--- config.mk ---
export PLATFORM = sky130hd
export DESIGN_NAME = serial_clk_gen
export DESIGN_NICKNAME = d
export VERILOG_FILES = /design/src/rtl/serial_pkg.sv /design/src/rtl/sclk_halfper_cnt.sv /design/src/rtl/serial_clk_gen.sv
export SDC_FILE = /design/constraint.sdc
export NUM_CORES = 1
export LEC_CHECK = 0
export BUFFER_PORTS_ARGS = -buffer_cell sky130_fd_sc_hd__buf_2
export CAP_MARGIN = 20
export CORE_ASPECT_RATIO = 0.9
export CORE_MARGIN = 2
export CORE_UTILIZATION = 50
export DETAILED_ROUTE_END_ITERATION = 10
export MAX_ROUTING_LAYER = met4
export PLACE_DENSITY = 0.73
export SETUP_SLACK_MARGIN = 0.5
export SLEW_MARGIN = 20
export SYNTH_ARGS = -nofsm -noshare
export SYNTH_HDL_FRONTEND = slang
export SYNTH_SLANG_ARGS = --single-unit
--- constraint.sdc ---
create_clock -name CLK -period 1.73 [get_ports CLK]
set_input_delay 0.346 -clock CLK [delete_from_list [all_inputs] [get_ports CLK]]
set_output_delay 0.346 -clock CLK [all_outputs]
set_load 0.05 [all_outputs]
--- src/rtl/serial_pkg.sv ---
// serial_pkg: shared state encoding and link-rate divider for the joystick serial link
package serial_pkg;
  typedef enum logic [1:0] {IDLE, BURST, TAIL, FREE} state_t;
  localparam int DEF_DIV = 90;
endpackage

--- src/rtl/sclk_halfper_cnt.sv ---
// sclk_halfper_cnt: half-period counter counting 0..div_q, tick on the wrap cycle
module sclk_halfper_cnt #(
  parameter int W = 8
) (
  input  logic         CLK,
  input  logic         RST,
  input  logic         clear,
  input  logic         enable,
  input  logic [W-1:0] div_q,
  output logic         tick
);
  logic [W-1:0] cnt;
  assign tick = enable && !clear && cnt == div_q;
  // count while enabled, restart from zero on clear or wrap
  always_ff @(posedge CLK)
    if (RST || clear || tick) cnt <= '0;
    else if (enable) cnt <= cnt + W'(1);
endmodule

--- src/rtl/serial_clk_gen.sv ---
// serial_clk_gen: programmable SCLK generator with bounded bursts or free-running mode and edge strobes
module serial_clk_gen
  import serial_pkg::*;
#(
  parameter int DIV_W       = 8,
  parameter int NB_W        = 6,
  parameter int DEFAULT_DIV = DEF_DIV,
  parameter bit CPOL        = 1'b1
) (
  input  logic             CLK,
  input  logic             RST,
  input  logic [DIV_W-1:0] DIV,
  input  logic             LOAD_DIV,
  input  logic             START,
  input  logic [NB_W-1:0]  NBITS,
  input  logic             FREE_RUN,
  output logic             SCLK,
  output logic             LEAD_STB,
  output logic             TRAIL_STB,
  output logic             BUSY,
  output logic             DONE
);
  state_t state, state_d;
  logic [DIV_W-1:0] div_q, div_d;
  logic [NB_W-1:0] bits, bits_d;
  logic sclk_d, lead_d, trail_d, busy_d, done_d, tick;
  sclk_halfper_cnt #(.W(DIV_W)) u_cnt (
    .CLK    (CLK),
    .RST    (RST),
    .clear  (state == IDLE),
    .enable (state != IDLE),
    .div_q  (div_q),
    .tick   (tick)
  );
  // next state: toggle SCLK at each wrap, count trailing edges in a burst, hold one extra half period in TAIL
  always_comb begin
    state_d = state;
    div_d   = div_q;
    bits_d  = bits;
    sclk_d  = SCLK;
    lead_d  = 1'b0;
    trail_d = 1'b0;
    busy_d  = BUSY;
    done_d  = 1'b0;
    case (state)
      IDLE: begin
        if (LOAD_DIV) div_d = DIV;
        if (FREE_RUN) state_d = FREE;
        else if (START && NBITS != '0) begin
          bits_d  = NBITS;
          busy_d  = 1'b1;
          state_d = BURST;
        end
      end
      BURST, FREE: if (tick) begin
        sclk_d  = ~SCLK;
        lead_d  = SCLK == CPOL;
        trail_d = SCLK != CPOL;
        if (trail_d && state == BURST) begin
          bits_d = bits - NB_W'(1);
          if (bits == NB_W'(1)) state_d = TAIL;
        end
        if (trail_d && state == FREE && !FREE_RUN) state_d = IDLE;
      end
      TAIL: if (tick) begin
        busy_d  = 1'b0;
        done_d  = 1'b1;
        state_d = IDLE;
      end
      default: state_d = IDLE;
    endcase
  end
  // register state and all outputs so strobes coincide with the SCLK change
  always_ff @(posedge CLK)
    if (RST) begin
      state     <= IDLE;
      div_q     <= DIV_W'(DEFAULT_DIV);
      bits      <= '0;
      SCLK      <= CPOL;
      LEAD_STB  <= 1'b0;
      TRAIL_STB <= 1'b0;
      BUSY      <= 1'b0;
      DONE      <= 1'b0;
    end else begin
      state     <= state_d;
      div_q     <= div_d;
      bits      <= bits_d;
      SCLK      <= sclk_d;
      LEAD_STB  <= lead_d;
      TRAIL_STB <= trail_d;
      BUSY      <= busy_d;
      DONE      <= done_d;
    end
endmodule
==> flow_summary.yaml <==
outcome:
  status: "finished with violations"
  violations: "setup timing"
critical_path:
  crit_path_end_kind: "flip-flop"
  slowest_stage: "or4b_4"
  critPathLaunch: "bits[2]$_SDFFE_PP0P_"
  worst_ep_required_time_ns: 1.94
  crit_path_cell_trace: "or3_4 > or4b_4 > a21o_1 > nor3_1 > nor3_1"
  timing.rr.start: "bits[2]$_SDFFE_PP0P_"
  criticalPathCategory: "reg2reg"
  crit_path_max_incr_delay_ns: 0.54
  cp_common_cell: "nor3_1"
  path_max_fanout: 2
  startpoint_type: "flip-flop"
  cp.arrival_ns: 2.11
timing:
  fmax_ghz: 0.5244
  fin_ws_ns: -0.1769
  grt_setup_unrepaired: "yes"
  tightest_slew_ns: 0.4719
  slew_violations: 0
  finalCriticalPeriod_ns: 1.907
  fin_crit_sh_pct: 110.2
  hold_viol: 0
  holdWs_ns: 0.2535
  slew_headroom_pct: 68.42
  setup_viol: 6
  finClkSkew_ns: 0.01102
  finalSetupTns_ns: -0.3453
logic_synthesis:
  syn_avg_cell_area_um2: 8.687
  synth_edf_count: 0
  ys_async_sr_fraction_pct: 0
  synthCells: 175
  yosys_warnings: 0
  synthTopCellsByArea: "dfxtp_1 38%, xor2_1 8.1%, nor2_1 4.7%, nand2_1 4.2%, a21oi_1 3.6%"
  seq_area_frac_synth_pct: 38.19
  synth_nets: 197
  synth_ff_type: "dfxtp_1"
  synth_top_cell_area_share_pct: 38.19
  synth-seq-cells: 29
  synth_top_area_cell: "dfxtp_1"
  syn-cell-area_um2: 1520
  yosys.cell_types.count: 43
routing:
  first_pass_iters: 5
  drtIter0Drc: 197
  avgRoutedWirePerCell_um: 19.24
  viasPerCell: 6.080
  drc_errors: 0
  wl_mm: 5.522
  detail-route-antenna-nets: 0
  vias: 1745
clock_tree:
  cts_buffers: 5
  ctsHoldBuffers: 0
  cts.sinks: 29
  clk_pin_slew_ns: 0.10
  clk_latency_ns: 0.34
  root_buffer: "clkbuf_4"
  cts_max_level: 2
  cts_tree: "done"
  clockBufferDepth: 2
run:
  drv_cap: 0
cells_and_area:
  design_area_um2: 2474
  layout.nets: 268
  syn_to_final_growth_pct: 62.72
  stdcell_count: 287
  fillCellCount: 121
  diodes: 0
  final_util_pct: 87.87
  drive_above_1_share_pct: 57.49
grt:
  first_global_vias: 1568
  antenna_found_initial: 0
  grt_pass1_wl_mm: 7.486
  grt_overflow: 0
  grt_max_degree: 25
  grt_usage_pct: 28.10
die:
  initial_core_util_pct: 54.00
  coreArea_um2: 2815
  die_w_um: 62.12
  die_area_um2: 3498
  ios: 24
  rows: 18
  chipHeight_um: 56.31
placement:
  pre_cts_ws_ns: -0.2669
  dp_cells: 256
  place.gp.congestion: 0.8123
  place_hpwl_mm: 2.611
  placed_area_um2: 1884
  io_buffers: 23
hold_path:
  hold_path_startpoint: "DIV[0]"
  hold_path.class: "in2reg"
pwr:
  total_leakage_power_nw: 0.9683
  power_mw: 1.638
  p_per_area_nw_per_um2: 662.1
  ir_worst_vdd_uv: 600.8
cells in the mapped netlist, types with 4 or more instances:
master and count:
a211o_1 4, clkbuf_1 4, and3_1 6, nand3_1 8
a21oi_1 11, xor2_1 14, nor3_1 7, o21ai_0 7
dfxtp_1 29, nand2_1 17, nor2_1 19
layer usage:
| metal | up-vias | routed length (um) | track usage [%] |
|---|---|---|---|
| li1 | 770 | - | - |
| met1 | 822 | 2183 | 35.72 |
| met2 | 111 | 2661 | 43.17 |
| met3 | 42 | 390 | 6.613 |
| met4 | 0 | 286 | 12.06 |
| met5 | - | 0 | - |
worst max-delay path, delay by kind of cell (launching register included):
kind             cells  cell delay (ns)
flip-flops           1             0.33
AND/OR/NAND/NOR      4             1.24
AO/OA/AOI/OAI        1             0.21
worst paths after layout:
kind / to / slack, ns / depth (start not counted)
setup / recovery: state[0]$_SDFFE_PP0P_ / -0.18 / 5
hold / removal: div_q[0]$_SDFFE_PP0P_ / 0.25 / 3
setup reg to reg: state[0]$_SDFFE_PP0P_ / -0.18 / 5
hold reg to reg: div_q[0]$_SDFFE_PP0P_ / 0.49 / 2
cell families (layout without fill, tap and decap cells):
logic type                 count (synthesis)  in the layout  synth area share, %
xor gates and xnor gates                  17             17                9.795
muxes                                      1              1               0.9874
DFF                                       29             29                38.19
buffers and inverters                     10             82                2.551
and+or+nand+nor                           77             77                27.98
adders and majority gates                  3              3                2.469
AOI/OAI and AO/OA                         38             38                18.02
registers in the layout, summed over array words and instances, names as in the netlist:
| signal | cells |
|---|---|
| BUSY | 1 |
| DONE | 1 |
| LEAD_STB | 1 |
| SCLK | 1 |
| TRAIL_STB | 1 |
| bits | 6 |
| div_q | 8 |
| state | 2 |
| u_cnt.cnt | 8 |
repair_timing:
item | CTS | global route
gates cloned | 0 | 0
endpoints found under the setup margin | 34 | 33
pin swaps | 25 | 16
setup buffers | 16 | 7
resized for setup | 53 | 35
cell usage in the layout (no fill, tap or decap), drive strengths merged, types with 2 or more instances in the layout:
cell type	Yosys	layout
a211o	4	4
a21oi	12	12
a31oi	3	3
and2	2	2
and3	6	6
buf	3	71
clkbuf	4	7
dfxtp	29	29
ha	3	3
inv	3	3
nand2	17	17
nand2b	3	3
nand3	8	8
nand4	3	3
nor2	19	19
nor3	7	7
nor4	3	3
o21ai	8	8
o31ai	2	2
or3	3	3
xnor2	3	3
xor2	14	14
area by class of cell:
cell class | count | area (um^2) | share of cell area, %
clock buffers | 7 | 65.06 | 2.630
clock inverters | 1 | 5.005 | 0.2023
inverters | 3 | 11.26 | 0.4552
multi-input cells | 136 | 1170 | 47.29
flip-flops and latches | 29 | 606.8 | 24.53
well taps | 40 | 50.05 | 2.023
repair buffers | 71 | 565.5 | 22.86
where the power goes:
part	switching, mW	total (mW)	internal, mW
Combinational	0.217	0.427	0.211
Clock	0.246	0.481	0.235
Sequential	0.0331	0.729	0.696
Total	0.496	1.64	1.14
No activity file was read; power rests on OpenSTA's default activity.
